<file path="config.mk">
export PLATFORM = sky130hd
export DESIGN_NAME = max1452_uart_rx
export DESIGN_NICKNAME = d
export VERILOG_FILES = /design/src/rtl/max1452_pkg.sv /design/src/rtl/max1452_rx_sync.sv /design/src/rtl/max1452_uart_rx.sv
export SDC_FILE = /design/constraint.sdc
export NUM_CORES = 1
export LEC_CHECK = 0
export ABC_AREA = 1
export ABC_CLOCK_PERIOD_IN_PS = 1900
export CAP_MARGIN = 10
export CORE_MARGIN = 2
export CORE_UTILIZATION = 30
export DETAILED_ROUTE_END_ITERATION = 12
export PLACE_DENSITY = 0.53
export SLEW_MARGIN = 20
export SYNTH_ARGS = -nofsm -noshare
export SYNTH_HDL_FRONTEND = slang
export SYNTH_SLANG_ARGS = --single-unit
</file>
<file path="constraint.sdc">
create_clock -name clk -period 1.9 [get_ports clk]
set_input_delay 0.57 -clock clk [delete_from_list [all_inputs] [get_ports clk]]
set_output_delay 0.57 -clock clk [all_outputs]
set_load 0.01 [all_outputs]
</file>
<file path="src/rtl/max1452_pkg.sv">
// -----------------------------------------------------------------------------
// max1452_pkg
//   Definitions shared by the MAX1452 single-wire configuration link.
//   - rx_state_e    : receive FSM state encoding
//   - DEF_CLK_DIV   : default system clocks per bit (50 MHz / 9600 baud)
//   - DEF_CNT_W     : default bit-timing counter width (2^13 > 5208)
//   - EOS_MARKER    : end-of-sequence byte also used by the transmit path
//   - half_bit_last : terminal count used to reach the middle of the start bit
// -----------------------------------------------------------------------------
package max1452_pkg;

  typedef enum logic [2:0] {
    ST_IDLE      = 3'd0,
    ST_START     = 3'd1,
    ST_DATA      = 3'd2,
    ST_STOP      = 3'd3,
    ST_WAIT_HIGH = 3'd4
  } rx_state_e;

  localparam int DEF_CLK_DIV = 5208;
  localparam int DEF_CNT_W   = 13;

  localparam logic [7:0] EOS_MARKER = 8'hfa;

  // Last count value of the half-bit wait in START. Integer division keeps
  // the start sample at the (lower) middle of the bit for odd dividers.
  function automatic int half_bit_last(input int clk_div);
    return (clk_div / 2) - 1;
  endfunction

endpackage : max1452_pkg

</file>
<file path="src/rtl/max1452_rx_sync.sv">
// -----------------------------------------------------------------------------
// max1452_rx_sync
//   Two-flop synchronizer for an asynchronous, idle-high input, followed by a
//   history register that flags a falling edge of the synchronized level.
//
// Ports
//   clk      in   system clock
//   rst_n    in   synchronous active-low reset
//   async_i  in   asynchronous input line (idle high)
//   sync_o   out  synchronized line level
//   fall_o   out  one-cycle flag: synchronized line went 1 -> 0
// -----------------------------------------------------------------------------
module max1452_rx_sync (
  input  logic clk,
  input  logic rst_n,
  input  logic async_i,
  output logic sync_o,
  output logic fall_o
);

  logic       meta_q;
  logic       sync_q;
  logic       prev_q;   // previous synchronized level for edge detection
  logic [1:0] fill_q;   // number of stages already holding real line samples

  // The three stages reset to 1 (idle). Those reset values are placeholders,
  // not observations of the line, so the detector is only armed once every
  // stage has been refilled from the pin. Otherwise a line that is already
  // low when reset releases would look like a fresh 1 -> 0 start edge.
  always_ff @(posedge clk) begin
    if (!rst_n) begin
      meta_q <= 1'b1;
      sync_q <= 1'b1;
      prev_q <= 1'b1;
      fill_q <= 2'd0;
    end else begin
      meta_q <= async_i;
      sync_q <= meta_q;
      prev_q <= sync_q;
      if (fill_q != 2'd3) begin
        fill_q <= fill_q + 2'd1;
      end
    end
  end

  assign sync_o = sync_q;
  assign fall_o = (fill_q == 2'd3) & prev_q & ~sync_q;

endmodule : max1452_rx_sync

</file>
<file path="src/rtl/max1452_uart_rx.sv">
// -----------------------------------------------------------------------------
// max1452_uart_rx
//   Receive side of the MAX1452 DIO/UART readback link. Decodes 8N1 frames,
//   strobes each good byte, and pairs consecutive good bytes into 16-bit
//   readback words (low byte first).
//
// Parameters
//   CLK_DIV  system clocks per bit (>= 8)
//   CNT_W    bit-timing counter width (2^CNT_W > CLK_DIV)
//
// Ports
//   clk         in   system clock
//   rst_n       in   synchronous active-low reset
//   rs_rx       in   asynchronous serial input, idle high
//   rx_data     out  last good byte, held
//   rx_valid    out  one-cycle strobe: new good byte on rx_data
//   frame_err   out  one-cycle strobe: stop bit sampled low
//   rx_word     out  {second byte, first byte}, held
//   word_valid  out  one-cycle strobe: new rx_word
//   rx_busy     out  high while the receiver is not idle
// -----------------------------------------------------------------------------
module max1452_uart_rx
  import max1452_pkg::*;
#(
  parameter int CLK_DIV = DEF_CLK_DIV,
  parameter int CNT_W   = DEF_CNT_W
) (
  input  logic        clk,
  input  logic        rst_n,
  input  logic        rs_rx,
  output logic [7:0]  rx_data,
  output logic        rx_valid,
  output logic        frame_err,
  output logic [15:0] rx_word,
  output logic        word_valid,
  output logic        rx_busy
);

  localparam logic [CNT_W-1:0] HALF_LAST = CNT_W'(half_bit_last(CLK_DIV));
  localparam logic [CNT_W-1:0] BIT_LAST  = CNT_W'(CLK_DIV - 1);

  // ---------------------------------------------------------------------------
  // Input conditioning
  // ---------------------------------------------------------------------------
  logic rx_s;      // synchronized line level
  logic rx_fall;   // synchronized falling edge

  max1452_rx_sync u_sync (
    .clk     (clk),
    .rst_n   (rst_n),
    .async_i (rs_rx),
    .sync_o  (rx_s),
    .fall_o  (rx_fall)
  );

  // ---------------------------------------------------------------------------
  // Frame FSM, bit timer and shift register
  // ---------------------------------------------------------------------------
  rx_state_e        state_q;
  logic [CNT_W-1:0] cnt_q;
  logic [2:0]       bit_idx_q;
  logic [7:0]       shift_q;
  logic [7:0]       rx_data_q;
  logic             rx_valid_q;
  logic             frame_err_q;

  always_ff @(posedge clk) begin
    if (!rst_n) begin
      state_q     <= ST_IDLE;
      cnt_q       <= '0;
      bit_idx_q   <= 3'd0;
      shift_q     <= 8'h00;
      rx_data_q   <= 8'h00;
      rx_valid_q  <= 1'b0;
      frame_err_q <= 1'b0;
    end else begin
      // Strobes are single-cycle unless re-asserted below.
      rx_valid_q  <= 1'b0;
      frame_err_q <= 1'b0;

      case (state_q)
        ST_IDLE: begin
          if (rx_fall) begin
            state_q <= ST_START;
            cnt_q   <= '0;
          end
        end

        // Re-check the line at the middle of the start bit so a short low
        // glitch is dropped without any strobe.
        ST_START: begin
          if (cnt_q == HALF_LAST) begin
            cnt_q <= '0;
            if (!rx_s) begin
              state_q   <= ST_DATA;
              bit_idx_q <= 3'd0;
            end else begin
              state_q <= ST_IDLE;
            end
          end else begin
            cnt_q <= cnt_q + 1'b1;
          end
        end

        // Samples land one full bit after the previous mid-bit sample.
        ST_DATA: begin
          if (cnt_q == BIT_LAST) begin
            cnt_q     <= '0;
            shift_q   <= {rx_s, shift_q[7:1]};   // LSB arrives first
            bit_idx_q <= bit_idx_q + 3'd1;
            if (bit_idx_q == 3'd7) begin
              state_q <= ST_STOP;
            end
          end else begin
            cnt_q <= cnt_q + 1'b1;
          end
        end

        // Leaving at mid-stop-bit leaves half a bit to catch a back-to-back
        // start edge from IDLE.
        ST_STOP: begin
          if (cnt_q == BIT_LAST) begin
            cnt_q <= '0;
            if (rx_s) begin
              rx_data_q  <= shift_q;
              rx_valid_q <= 1'b1;
              state_q    <= ST_IDLE;
            end else begin
              frame_err_q <= 1'b1;
              state_q     <= ST_WAIT_HIGH;
            end
          end else begin
            cnt_q <= cnt_q + 1'b1;
          end
        end

        // A held-low line (break) must not restart framing; wait for idle so
        // it yields exactly one frame error.
        ST_WAIT_HIGH: begin
          if (rx_s) begin
            state_q <= ST_IDLE;
          end
        end

        default: begin
          state_q <= ST_IDLE;
          cnt_q   <= '0;
        end
      endcase
    end
  end

  // ---------------------------------------------------------------------------
  // Word assembler: pairs consecutive good bytes, low byte first. A framing
  // error discards any pending low byte so pairing restarts cleanly.
  // ---------------------------------------------------------------------------
  logic        half_q;
  logic        half_d;
  logic [7:0]  low_q;
  logic [7:0]  low_d;
  logic [15:0] rx_word_q;
  logic [15:0] rx_word_d;
  logic        word_valid_q;
  logic        word_valid_d;

  always_comb begin
    half_d       = half_q;
    low_d        = low_q;
    rx_word_d    = rx_word_q;
    word_valid_d = 1'b0;
    if (frame_err_q) begin
      half_d = 1'b0;
    end else if (rx_valid_q) begin
      if (!half_q) begin
        low_d  = rx_data_q;
        half_d = 1'b1;
      end else begin
        rx_word_d    = {rx_data_q, low_q};
        word_valid_d = 1'b1;
        half_d       = 1'b0;
      end
    end
  end

  always_ff @(posedge clk) begin
    if (!rst_n) begin
      half_q       <= 1'b0;
      low_q        <= 8'h00;
      rx_word_q    <= 16'h0000;
      word_valid_q <= 1'b0;
    end else begin
      half_q       <= half_d;
      low_q        <= low_d;
      rx_word_q    <= rx_word_d;
      word_valid_q <= word_valid_d;
    end
  end

  // ---------------------------------------------------------------------------
  // Outputs (all driven straight from registers)
  // ---------------------------------------------------------------------------
  assign rx_data    = rx_data_q;
  assign rx_valid   = rx_valid_q;
  assign frame_err  = frame_err_q;
  assign rx_word    = rx_word_q;
  assign word_valid = word_valid_q;
  assign rx_busy    = (state_q != ST_IDLE);

endmodule : max1452_uart_rx

</file>
After elaboration in Yosys (flattened, before gate mapping). Cells that the tools add are included.

Add/sub/neg operators: 3. Equality and inequality tests: 16. Bitwise gates (word level): 8. Reduce and logical (&&, ||, !) cells: 14. Multiplexer cells: 21.

Operator list (number): one-hot mux 13 bit (4 select lines) (1); two-way mux 13 bit (3); two-way mux 3 bit (10); one-hot mux 3 bit (5 select lines) (1); inequality test 2 bit (second input constant) (7); adder 13 x 1 -> 13 bit (second input constant) (1); == test 13 x 12 -> 1 bit (second input constant) (1); == test 13 bit (second input constant) (1); AND reduction 3 bit (4); == test 3 x 2 -> 1 bit (second input constant) (2); == test 3 bit (second input constant) (2); NOT 1 bit (6); one-hot mux 3 bit (2 select lines) (1); AND reduction 6 bit (1); two-way mux 1 bit (4); AND reduction 2 bit (2); AND reduction 4 bit (1); OR reduction 2 bit (2); adder 3 x 1 -> 3 bit (second input constant) (1); == test 3 x 1 -> 1 bit (second input constant) (1); zero test 3 bit (1); nonzero test 3 bit (1); OR reduction 3 bit (1); adder 2 x 1 -> 2 bit (second input constant) (1); other kinds (5) (6).

Output and inout port bits: 28. Flip-flop bits (word level): 68. Word-level logic and storage cells: 77.

Longest topological paths before layout. Gate-level depths: netlist of the first run.

Depth in word-level cells: 5. Depth in mapped cells: 11. Gate-level depth less buffers: 11.

By module. A second synthesis of the first run with hierarchy kept.

Cells, all modules: 377. Area, all modules: 2807.7 sq um.

Modules (own cells, without submodules): max1452_uart_rx (area an instance 2627.5 sq um, times used 1, seq. area each 1261.2 sq um, cells an instance 353); max1452_rx_sync (area an instance 180.2 sq um, times used 1, seq. area each 100.1 sq um, cells an instance 24).

Worst setup path after synthesis of the first run. OpenSTA, ideal clock, no wires.

Path type: flip-flop to flip-flop. From: reg cnt_q[0]. To: reg shift_q[4]. Buffers on the path: 1. Cell stages (with the launch flop): 10. Data required time: 1.787 ns. Setup time: 0.113 ns. Setup slack: 0.458 ns. Clock period less this slack: 1.442 ns. Data arrival time: 1.329 ns. Cells stage by stage: dfxtp_1 -> ha_1 -> nand2_2 -> inv_1 -> nand3_1 -> nor2_2 -> nand3_2 -> buf_6 -> o21ai_2 -> nor2_1.

Word-level cells in the longest chain between the ends: 2.

Ends and longest elaborated chain: start: declaration (line max1452_uart_rx.sv:60) `logic [CNT_W-1:0] cnt_q;`; start signal: assignment (line max1452_uart_rx.sv:101) `cnt_q <= cnt_q + 1'b1;`; start signal: assignment (line max1452_uart_rx.sv:115) `cnt_q <= cnt_q + 1'b1;`; start signal: assignment (line max1452_uart_rx.sv:133) `cnt_q <= cnt_q + 1'b1;`; == test 13 bit (line max1452_uart_rx.sv:107) `if (cnt_q == BIT_LAST) begin`; AND reduction 2 bit (no line); end signal: assignment (line max1452_uart_rx.sv:109) `shift_q <= {rx_s, shift_q[7:1]};`; end: declaration (line max1452_uart_rx.sv:62) `logic [7:0] shift_q;`.

Every way passes these cells. A chain may end at the register's enable or synchronous reset.

Worst setup path in the final report of the first run.
From: reg frame_err_q (netlist: frame_err). To: out frame_err.

RTL lines: start: declaration (line max1452_uart_rx.sv:65) `logic frame_err_q;`; start signal: assignment (line max1452_uart_rx.sv:75) `frame_err_q <= 1'b0;`; start signal: assignment (line max1452_uart_rx.sv:79) `frame_err_q <= 1'b0;`; start signal: assignment (line max1452_uart_rx.sv:129) `frame_err_q <= 1'b1;`; end: declaration (line max1452_uart_rx.sv:33) `output logic frame_err,`.

No word-level cell between the ends.

==> results.py, run 1 <==
metrics = {
    "outcome": {
        "outcome": "completed",
    },
    "min_path": {
        "min-delay-path-class": "reg -> reg",
        "min_to": "u_sync.sync_o",
        "hold_depth": 1,
        "min_from": "u_sync.meta_q",
    },
    "timing": {
        "maxSlewHeadroom": 0.804,
        "period_share": 0.969,
        "final-max-slew-violation-count": 0,
        "setup_tns_ps": 0,
        "min_period_ps": 1840,
        "finalSetupViolations": 0,
        "rsz0062_at_grt": "no",
        "finalHoldViolations": 0,
        "fin_ws_ps": 58.8,
        "clock.fmax_ghz": 0.543,
        "tightestPinTransition_ps": 294,
        "clock_skew_ps": 10.3,
    },
    "cells_and_area": {
        "layout_common_cells": "116 x nor2_1, 59 x nand2_1, 59 x dfxtp_1, 44 x o21ai_0, 30 x inv_1",
        "seqCellArea_um2": 1380,
        "multi_input_area_um2": 1410,
        "antennaDiodeCount": 0,
        "final_util": 0.380,
        "final_cells": 585,
        "fillers": 1021,
        "nets": 454,
        "post-route-cell-area_um2": 3680,
        "drive_gt1_frac": 0.150,
        "area_delta_synth_final_pct": 23.8,
        "final_common_cell": "nor2_1",
    },
    "synthesis": {
        "syn_area_um2": 2970,
        "ys_ff_latch": 68,
        "synth_top_area_share": 0.458,
        "ys_seq_area_frac": 0.458,
        "avgSynthCellArea_um2": 7.36,
        "synth-main-ff-cell": "dfxtp_1",
        "synth_edf_count": 0,
        "synth_fp_nets": 411,
        "ys_types": 33,
        "synthTopCellsByArea": "dfxtp_1 46%, nor2_1 15%, nand2_1 7.4%, o21ai_0 7.4%, inv_1 3.8%",
        "synthCells": 404,
        "yosys_warnings": 0,
        "synth_top_cell_by_area": "dfxtp_1",
        "async_reset_ff_frac": 0,
    },
    "floorplan": {
        "fp.dieW_um": 104,
        "dieArea_um2": 10700,
        "die_h_um": 104,
        "core.rowCount": 36,
        "initial_core_util": 0.307,
        "coreArea_um2": 9680,
        "pin_count": 31,
    },
    "placed_design": {
        "place_congestion": 0.844,
        "port_buffers": 30,
        "dp_cells": 569,
        "place_ws_ps": 146,
        "dpl_cell_area_um2": 3480,
        "dp_hpwl_um": 4810,
    },
    "power": {
        "p_sw_mw": 1.13,
        "p_int_mw": 2.23,
        "pwr-share-comb": 0.212,
        "p_clk_frac": 0.328,
        "power.density_nw_per_um2": 913,
        "leakage_nw": 1.67,
        "seq_power_share": 0.460,
        "switching_share": 0.337,
        "peakVddDrop_mv": 0.466,
    },
    "setup_path": {
        "max_stage_delay_ps": 550,
        "critPathLaunchType": "flip-flop",
        "r2r-start": "cnt_q[0]",
        "crit_start": "frame_err",
        "crit_slowest_cell": "clkdlybuf4s50_1",
        "cp.required_ps": 1330,
        "reg2reg_slack_ps": 210,
        "path_cells": "clkdlybuf4s50_1",
        "crit_arrival_ps": 1270,
        "cp_top_family": "buffers and inverters",
        "worst-path-buf-inv": 1,
        "ff2ff_path_depth": 10,
        "critPathKind": "reg -> out",
        "path_max_fanout": 4,
        "r2r_end": "bit_idx_q[0]",
        "endpoint_kind": "output pin",
    },
    "detailed_routing": {
        "antenna_left": 0,
        "vias_per_cell": 4.39,
        "drc": 0,
        "dr.pass1.iters": 4,
        "first_iter_violations": 109,
        "routed_wl_um": 6820,
        "vias": 2569,
        "wl_per_cell_um": 11.7,
    },
    "clock_network": {
        "clkLatencyLatePin_ps": 350,
        "holdBufCountCts": 0,
        "post_cts_resized": 12,
        "cts.sink_count": 68,
        "cts_made_buffers": 9,
        "root_buffer": "clkbuf_8",
        "tritoncts": "built",
        "cts_setup_buffers": 0,
        "htree_levels": 3,
        "clockBufferDepth": 2,
        "clk_pin_slew_worst_paths_ps": 80,
    },
    "flow_run": {
        "max_cap_violations": 0,
    },
    "grt": {
        "grt_pass1_wl_um": 11900,
        "grt_pass1_vias": 2542,
        "grt.overflow.total": 0,
        "grt_max_degree": 55,
        "grt_use_total": 0.135,
        "antenna_found_initial": 0,
    },
}
-- Yosys cell counts (3+ instances only) --
master / count
a21oi_1: 7
clkbuf_1: 6
dfxtp_1: 68
ha_1: 4
inv_1: 30
inv_2: 7
nand2_1: 59
nand2_2: 3
nand3_1: 13
nand3_4: 3
nand4_1: 7
nor2_1: 116
nor3_1: 7
nor3_2: 3
o21ai_0: 44
xor2_1: 3
-- metrics by stage --
stage	hold slack, ps	power, mW
6_report	413	3.36
5_1_grt	438	3.56
4_1_cts	419	3.42
3_5_place_dp	400	2.31
3_3_place_gp	397	2.30
2_1_floorplan	393	2.10
-- power groups by stage --
stage | Sequential [mW] | Combinational [mW] | Clock, mW
after floorplan | 1.55 | 0.547 | 0
after global placement | 1.57 | 0.737 | 0
after detailed placement | 1.57 | 0.738 | 0
after CTS | 1.54 | 0.727 | 1.14
after global routing | 1.55 | 0.796 | 1.21
final | 1.54 | 0.714 | 1.10
-- registers in the layout, summed over array words and instances, names as in the netlist, 2 cells and up --
| register | cells |
|---|---|
| state_q | 3 |
| u_sync.fill_q | 2 |
| rx_word | 16 |
| rx_data | 8 |
| low_q | 8 |
| bit_idx_q | 3 |
| cnt_q | 13 |
| shift_q | 8 |
-- area by class of cell --
class	count	area share
Clock buffer	9	0.0337
Clock inverter	7	0.0167
Inverter	38	0.0391
Multi-Input combinational cell	288	0.383
Sequential cell	68	0.374
Tap cell	133	0.0452
Timing Repair Buffer	42	0.108
-- per-layer routing --
layer / GRT usage / up-vias / wire length [µm]
li1: - / 1376 / -
met5: 0 / - / 0
met2: 0.235 / 33 / 3240
met3: 0.0459 / 4 / 230
met4: 0.0319 / 0 / 52
met1: 0.162 / 1156 / 3290
-- worst register-to-register path, cell delays in order, from the launching register on --
cell and delay (ps):
dfxtp_1 390, ha_1 210, nand2_2 70, inv_1 80, nand3_1 80, nor2_2 160
nand3_2 220, buf_4 230, nand2_1 50, nand2_1 40, a21oi_1 110
-- cells by family (layout without fill, tap and decap cells) --
family                     Yosys count  count (layout)  share of synthesized area
and+or+nand+nor                    225             225                      0.350
DFF                                 68              68                      0.458
AOI/OAI and AO/OA                   55              55                     0.0955
buffers and inverters               48              96                     0.0678
adders and majority gates            4               4                     0.0168
xor gates and xnor gates             4               4                     0.0118
-- how the worst max path moves through the flow --
stage	to	slack, ps	cells after the start
after global routing	rx_data[3]	4	1
after global placement	frame_err	140	4
after floorplan	shift_q[4]	460	9
after detailed placement	frame_err	150	4
after CTS	rx_data[1]	2	1
final	frame_err	60	1
Note: power is estimated with default switching activity, not from simulation.
==> run 2, diff against run 1 <==
--- a/config.mk
+++ b/config.mk
@@ -12,6 +12,7 @@
 export CORE_UTILIZATION = 30
 export DETAILED_ROUTE_END_ITERATION = 12
 export PLACE_DENSITY = 0.53
+export RECOVER_POWER = 50
 export SLEW_MARGIN = 20
 export SYNTH_ARGS = -nofsm -noshare
 export SYNTH_HDL_FRONTEND = slang
==> run 2 against run 1 <==
  * Die area unchanged
  * Maximum frequency is essentially flat
  * Count of clock-buffer cells in the layout did not move
  * Power decreased by 1.1%
  * Clock skew is essentially flat
  * Combinational power decreased by 5.3%
  * Sequential cell count unchanged
  * Largest cell class unchanged
==> results.py, run 2 (synthesized netlist as in run 1, its figures left out) <==
metrics = {
    "timing": {
        "setup_tns_ps": 0,
        "rsz0062_at_grt": "no",
        "finalHoldViolations": 0,
        "finalSetupViolations": 0,
        "maxSlewHeadroom": 0.804,
        "final-max-slew-violation-count": 0,
        "whs_ps": 413,
        "min_period_ps": 1840,
        "tightestPinTransition_ps": 294,
        "clock_skew_ps": 10.3,
        "period_share": 0.969,
        "clock.fmax_ghz": 0.543,
    },
    "setup_path": {
        "crit_slowest_cell": "clkdlybuf4s50_1",
        "critPathKind": "reg -> out",
        "path_max_fanout": 4,
        "crit_arrival_ps": 1270,
        "max_stage_delay_ps": 550,
        "worst-path-buf-inv": 1,
        "cp_top_family": "buffers and inverters",
        "cp.required_ps": 1330,
        "critPathLaunchType": "flip-flop",
        "endpoint_kind": "output pin",
        "path_cells": "clkdlybuf4s50_1",
    },
    "clock_network": {
        "clockBufferDepth": 2,
        "htree_levels": 3,
        "cts.sink_count": 68,
        "holdBufCountCts": 0,
        "clkLatencyLatePin_ps": 350,
        "tritoncts": "built",
        "cts_made_buffers": 9,
        "clk_pin_slew_worst_paths_ps": 80,
        "root_buffer": "clkbuf_8",
    },
    "placed_design": {
        "place_congestion": 0.844,
        "port_buffers": 30,
        "dpl_cell_area_um2": 3480,
        "dp_hpwl_um": 4810,
    },
    "outcome": {
        "outcome": "completed",
    },
    "grt": {
        "grt.overflow.total": 0,
        "grt_pass1_wl_um": 11900,
        "antenna_found_initial": 0,
        "grt_use_total": 0.135,
        "grt_max_degree": 55,
        "grt_pass1_vias": 2542,
    },
    "detailed_routing": {
        "first_iter_violations": 108,
        "routed_wl_um": 6820,
        "drc": 0,
        "vias_per_cell": 4.39,
        "dr.pass1.iters": 4,
        "vias": 2568,
        "wl_per_cell_um": 11.7,
        "antenna_left": 0,
    },
    "flow_run": {
        "max_cap_violations": 0,
    },
    "cells_and_area": {
        "final_common_cell": "nor2_1",
        "area_delta_synth_final_pct": 23.1,
        "fillers": 1024,
        "drive_gt1_frac": 0.144,
        "final_util": 0.378,
        "layout_common_cells": "116 x nor2_1, 60 x nand2_1, 59 x dfxtp_1, 44 x o21ai_0, 30 x inv_1",
        "seqCellArea_um2": 1380,
        "multi_input_area_um2": 1400,
        "antennaDiodeCount": 0,
        "largest_register_ff_count": 16,
        "nets": 454,
        "post-route-cell-area_um2": 3660,
    },
    "floorplan": {
        "fp.dieW_um": 104,
        "die_h_um": 104,
        "dieArea_um2": 10700,
        "core.rowCount": 36,
        "pin_count": 31,
        "initial_core_util": 0.307,
        "coreArea_um2": 9680,
    },
    "power": {
        "leakage_nw": 1.66,
        "peakVddDrop_mv": 0.466,
        "power.total_mw": 3.32,
        "power.density_nw_per_um2": 908,
    },
    "min_path": {
        "min-delay-path-class": "reg -> reg",
    },
}
run 2: cell types whose count changed in the layout (fill, tap and decap cells not counted):
| cell | previous run | this run |
|---|---|---|
| clkbuf_1 | 0 | 1 |
| clkdlybuf4s50_1 | 27 | 26 |
| dlygate4sd3_1 | 0 | 1 |
| buf_4 | 11 | 10 |
| nand2_2 | 3 | 2 |
| nand2_1 | 59 | 60 |
| nand3_4 | 3 | 2 |
| nand3_1 | 13 | 14 |
run 2: per-layer routing:
layer	GRT usage	vias up	wire, µm
li1	-	1375	-
met1	0.162	1154	3310
met2	0.235	35	3240
met3	0.0459	4	223
met4	0.0319	0	52
met5	0	-	0
run 2: area by class of cell:
| class | instances | area share |
|---|---|---|
| multi-input cells | 288 | 0.381 |
| flip-flops and latches | 68 | 0.376 |
| repair buffers | 42 | 0.108 |
| well taps | 133 | 0.0455 |
| inverters | 38 | 0.0393 |
| clock buffers | 9 | 0.0338 |
| clock inverters | 7 | 0.0167 |
run 2: report_power, final:
| part | leakage (nW) | switching [mW] | internal [mW] |
|---|---|---|---|
| combinational | 1.02 | 0.444 | 0.232 |
| clock | 0.0879 | 0.609 | 0.493 |
| sequential | 0.554 | 0.0570 | 1.49 |
| total | 1.66 | 1.11 | 2.21 |
run 2: final timing paths:
kind	slack, ps	cells after the start	to	from
min	410	1	u_sync.sync_o	u_sync.meta_q
max reg2reg	160	10	state_q[0]	cnt_q[0]
max	60	1	frame_err	frame_err
min reg2reg	410	1	u_sync.sync_o	u_sync.meta_q
run 2: what timing repair did:
| action | in CTS | in global routing |
|---|---|---|
| endpoints found under the setup margin | 8 | 1 |
| buffers inserted | 0 | 0 |
| endpoints found under the hold margin | 0 | 0 |
| gates resized for setup | 12 | 1 |
run 2: stage by stage:
step,instances,setup slack (ps)
final,585,58.7
after floorplan,404,458
after global placement,569,145
after CTS,585,1.81
after detailed placement,569,146
after global routing,585,4.40
==> run 3, diff against run 2 <==
--- a/config.mk
+++ b/config.mk
@@ -6,12 +6,12 @@
 export NUM_CORES = 1
 export LEC_CHECK = 0
 export ABC_AREA = 1
-export ABC_CLOCK_PERIOD_IN_PS = 1900
+export ABC_CLOCK_PERIOD_IN_PS = 2250
 export CAP_MARGIN = 10
 export CORE_MARGIN = 2
-export CORE_UTILIZATION = 30
+export CORE_UTILIZATION = 45
 export DETAILED_ROUTE_END_ITERATION = 12
-export PLACE_DENSITY = 0.53
+export PLACE_DENSITY = 0.71
 export RECOVER_POWER = 50
 export SLEW_MARGIN = 20
 export SYNTH_ARGS = -nofsm -noshare
==> constraint.sdc (replaced) <==
create_clock -name clk -period 2.25 [get_ports clk]
set_input_delay 0.675 -clock clk [delete_from_list [all_inputs] [get_ports clk]]
set_output_delay 0.675 -clock clk [all_outputs]
set_load 0.01 [all_outputs]
==> run 3 against run 2 <==
  * Wire length is 3.7% lower
  * Global-route usage is 5.5 points higher
  * Power fell by 12%
  * Utilization increased by 17 points
  * Sequential share of layout area is 1.1 points higher
  * Sequential cell count stayed put
  * Critical path depth increased by 2
  * Critical endpoint is now rx_busy
==> results.py, run 3 (synthesized netlist as in run 1, its figures left out) <==
metrics = {
    "outcome": {
        "outcome": "completed",
    },
    "cells_and_area": {
        "largest_register_ff_count": 16,
        "antennaDiodeCount": 0,
        "final_common_cell": "nor2_1",
        "nets": 446,
        "drive_gt1_frac": 0.104,
        "post-route-cell-area_um2": 3520,
        "layout_common_cells": "116 x nor2_1, 68 x dfxtp_1, 61 x nand2_1, 44 x o21ai_0, 31 x inv_1",
        "fillers": 600,
        "final_cells": 521,
        "area_delta_synth_final_pct": 18.6,
    },
    "timing": {
        "finalSetupViolations": 0,
        "maxSlewHeadroom": 0.513,
        "rsz0062_at_grt": "no",
        "period_share": 0.943,
        "fin_ws_ps": 129,
        "tightestPinTransition_ps": 730,
        "finalHoldViolations": 0,
        "whs_ps": 422,
        "min_period_ps": 2120,
        "clock_skew_ps": 8.74,
        "setup_tns_ps": 0,
        "final-max-slew-violation-count": 0,
        "clock.fmax_ghz": 0.471,
    },
    "setup_path": {
        "critPathKind": "reg -> out",
        "cp.required_ps": 1570,
        "endpoint_kind": "output pin",
        "critPathLaunchType": "flip-flop",
        "path_max_fanout": 5,
        "crit_arrival_ps": 1450,
    },
    "floorplan": {
        "die_h_um": 85.3,
        "fp.dieW_um": 85.3,
        "coreArea_um2": 6390,
        "initial_core_util": 0.466,
        "pin_count": 31,
        "core.rowCount": 29,
        "dieArea_um2": 7270,
    },
    "clock_network": {
        "clockBufferDepth": 2,
        "cts_setup_buffers": 0,
        "post_cts_resized": 0,
        "clk_pin_slew_worst_paths_ps": 80,
        "tritoncts": "built",
        "htree_levels": 3,
        "clkLatencyLatePin_ps": 350,
        "cts.sink_count": 68,
        "cts_made_buffers": 9,
        "root_buffer": "clkbuf_8",
        "holdBufCountCts": 0,
    },
    "placed_design": {
        "place_congestion": 0.884,
        "place_ws_ps": 410,
        "dp_cells": 505,
        "dp_hpwl_um": 4650,
        "port_buffers": 30,
        "dpl_cell_area_um2": 3350,
    },
    "detailed_routing": {
        "first_iter_violations": 156,
        "routed_wl_um": 6570,
        "vias": 2637,
        "vias_per_cell": 5.06,
        "antenna_left": 0,
        "wl_per_cell_um": 12.6,
        "dr.pass1.iters": 4,
        "drc": 0,
    },
    "power": {
        "power.density_nw_per_um2": 831,
        "peakVddDrop_mv": 0.383,
        "leakage_nw": 1.60,
    },
    "grt": {
        "grt_use_total": 0.190,
        "grt_max_degree": 33,
        "grt_pass1_wl_um": 11100,
        "grt_pass1_vias": 2420,
        "grt.overflow.total": 0,
        "antenna_found_initial": 0,
    },
    "min_path": {
        "min-delay-path-class": "reg -> reg",
    },
    "flow_run": {
        "max_cap_violations": 0,
    },
}
run 3: worst max-delay path, cell delays in order (launching register included):
cell and delay (ps):
dfxtp_1 350, nor2_2 200, nand2_1 80, clkdlybuf4s50_1 480
run 3: final cells by class:
cell class | instances | area (µm²) | area share
multi-input combinational | 288 | 1390 | 0.395
clock buffer | 9 | 124 | 0.0351
sequential | 68 | 1360 | 0.386
timing repair buffer | 34 | 324 | 0.0919
clock inverter | 7 | 81.3 | 0.0231
inverter | 38 | 144 | 0.0408
tap | 77 | 96.3 | 0.0273
run 3: metal layers:
layer  track usage  vias up  part of all wire
met5             0        -                 0
met4        0.0837        0             0.023
met2         0.298       64              0.45
met1         0.248     1200              0.47
met3        0.0467       17             0.054
li1              -     1356                 -
run 3: stage by stage:
stage	utilization	total power, mW
final	0.552	2.93
after global routing	0.552	3.09
after CTS	0.557	2.97
after detailed placement	0.525	1.92
after global placement	0.525	1.91
after floorplan	-	1.77
run 3: path summary, 6_finish.rpt:
check	from	endpoint	slack, ps	depth (start not counted)
max	state_q[0]	rx_busy	130	3
min reg2reg	u_sync.meta_q	u_sync.sync_o	420	1
min	u_sync.meta_q	u_sync.sync_o	420	1
max reg2reg	cnt_q[0]	rx_data[7]	430	8
run 3: report_power, final:
group	leakage (nW)	switching, mW	internal [mW]
clock network	0.101	0.520	0.529
registers	0.549	0.0483	1.25
logic	0.954	0.388	0.196
total	1.60	0.957	1.97
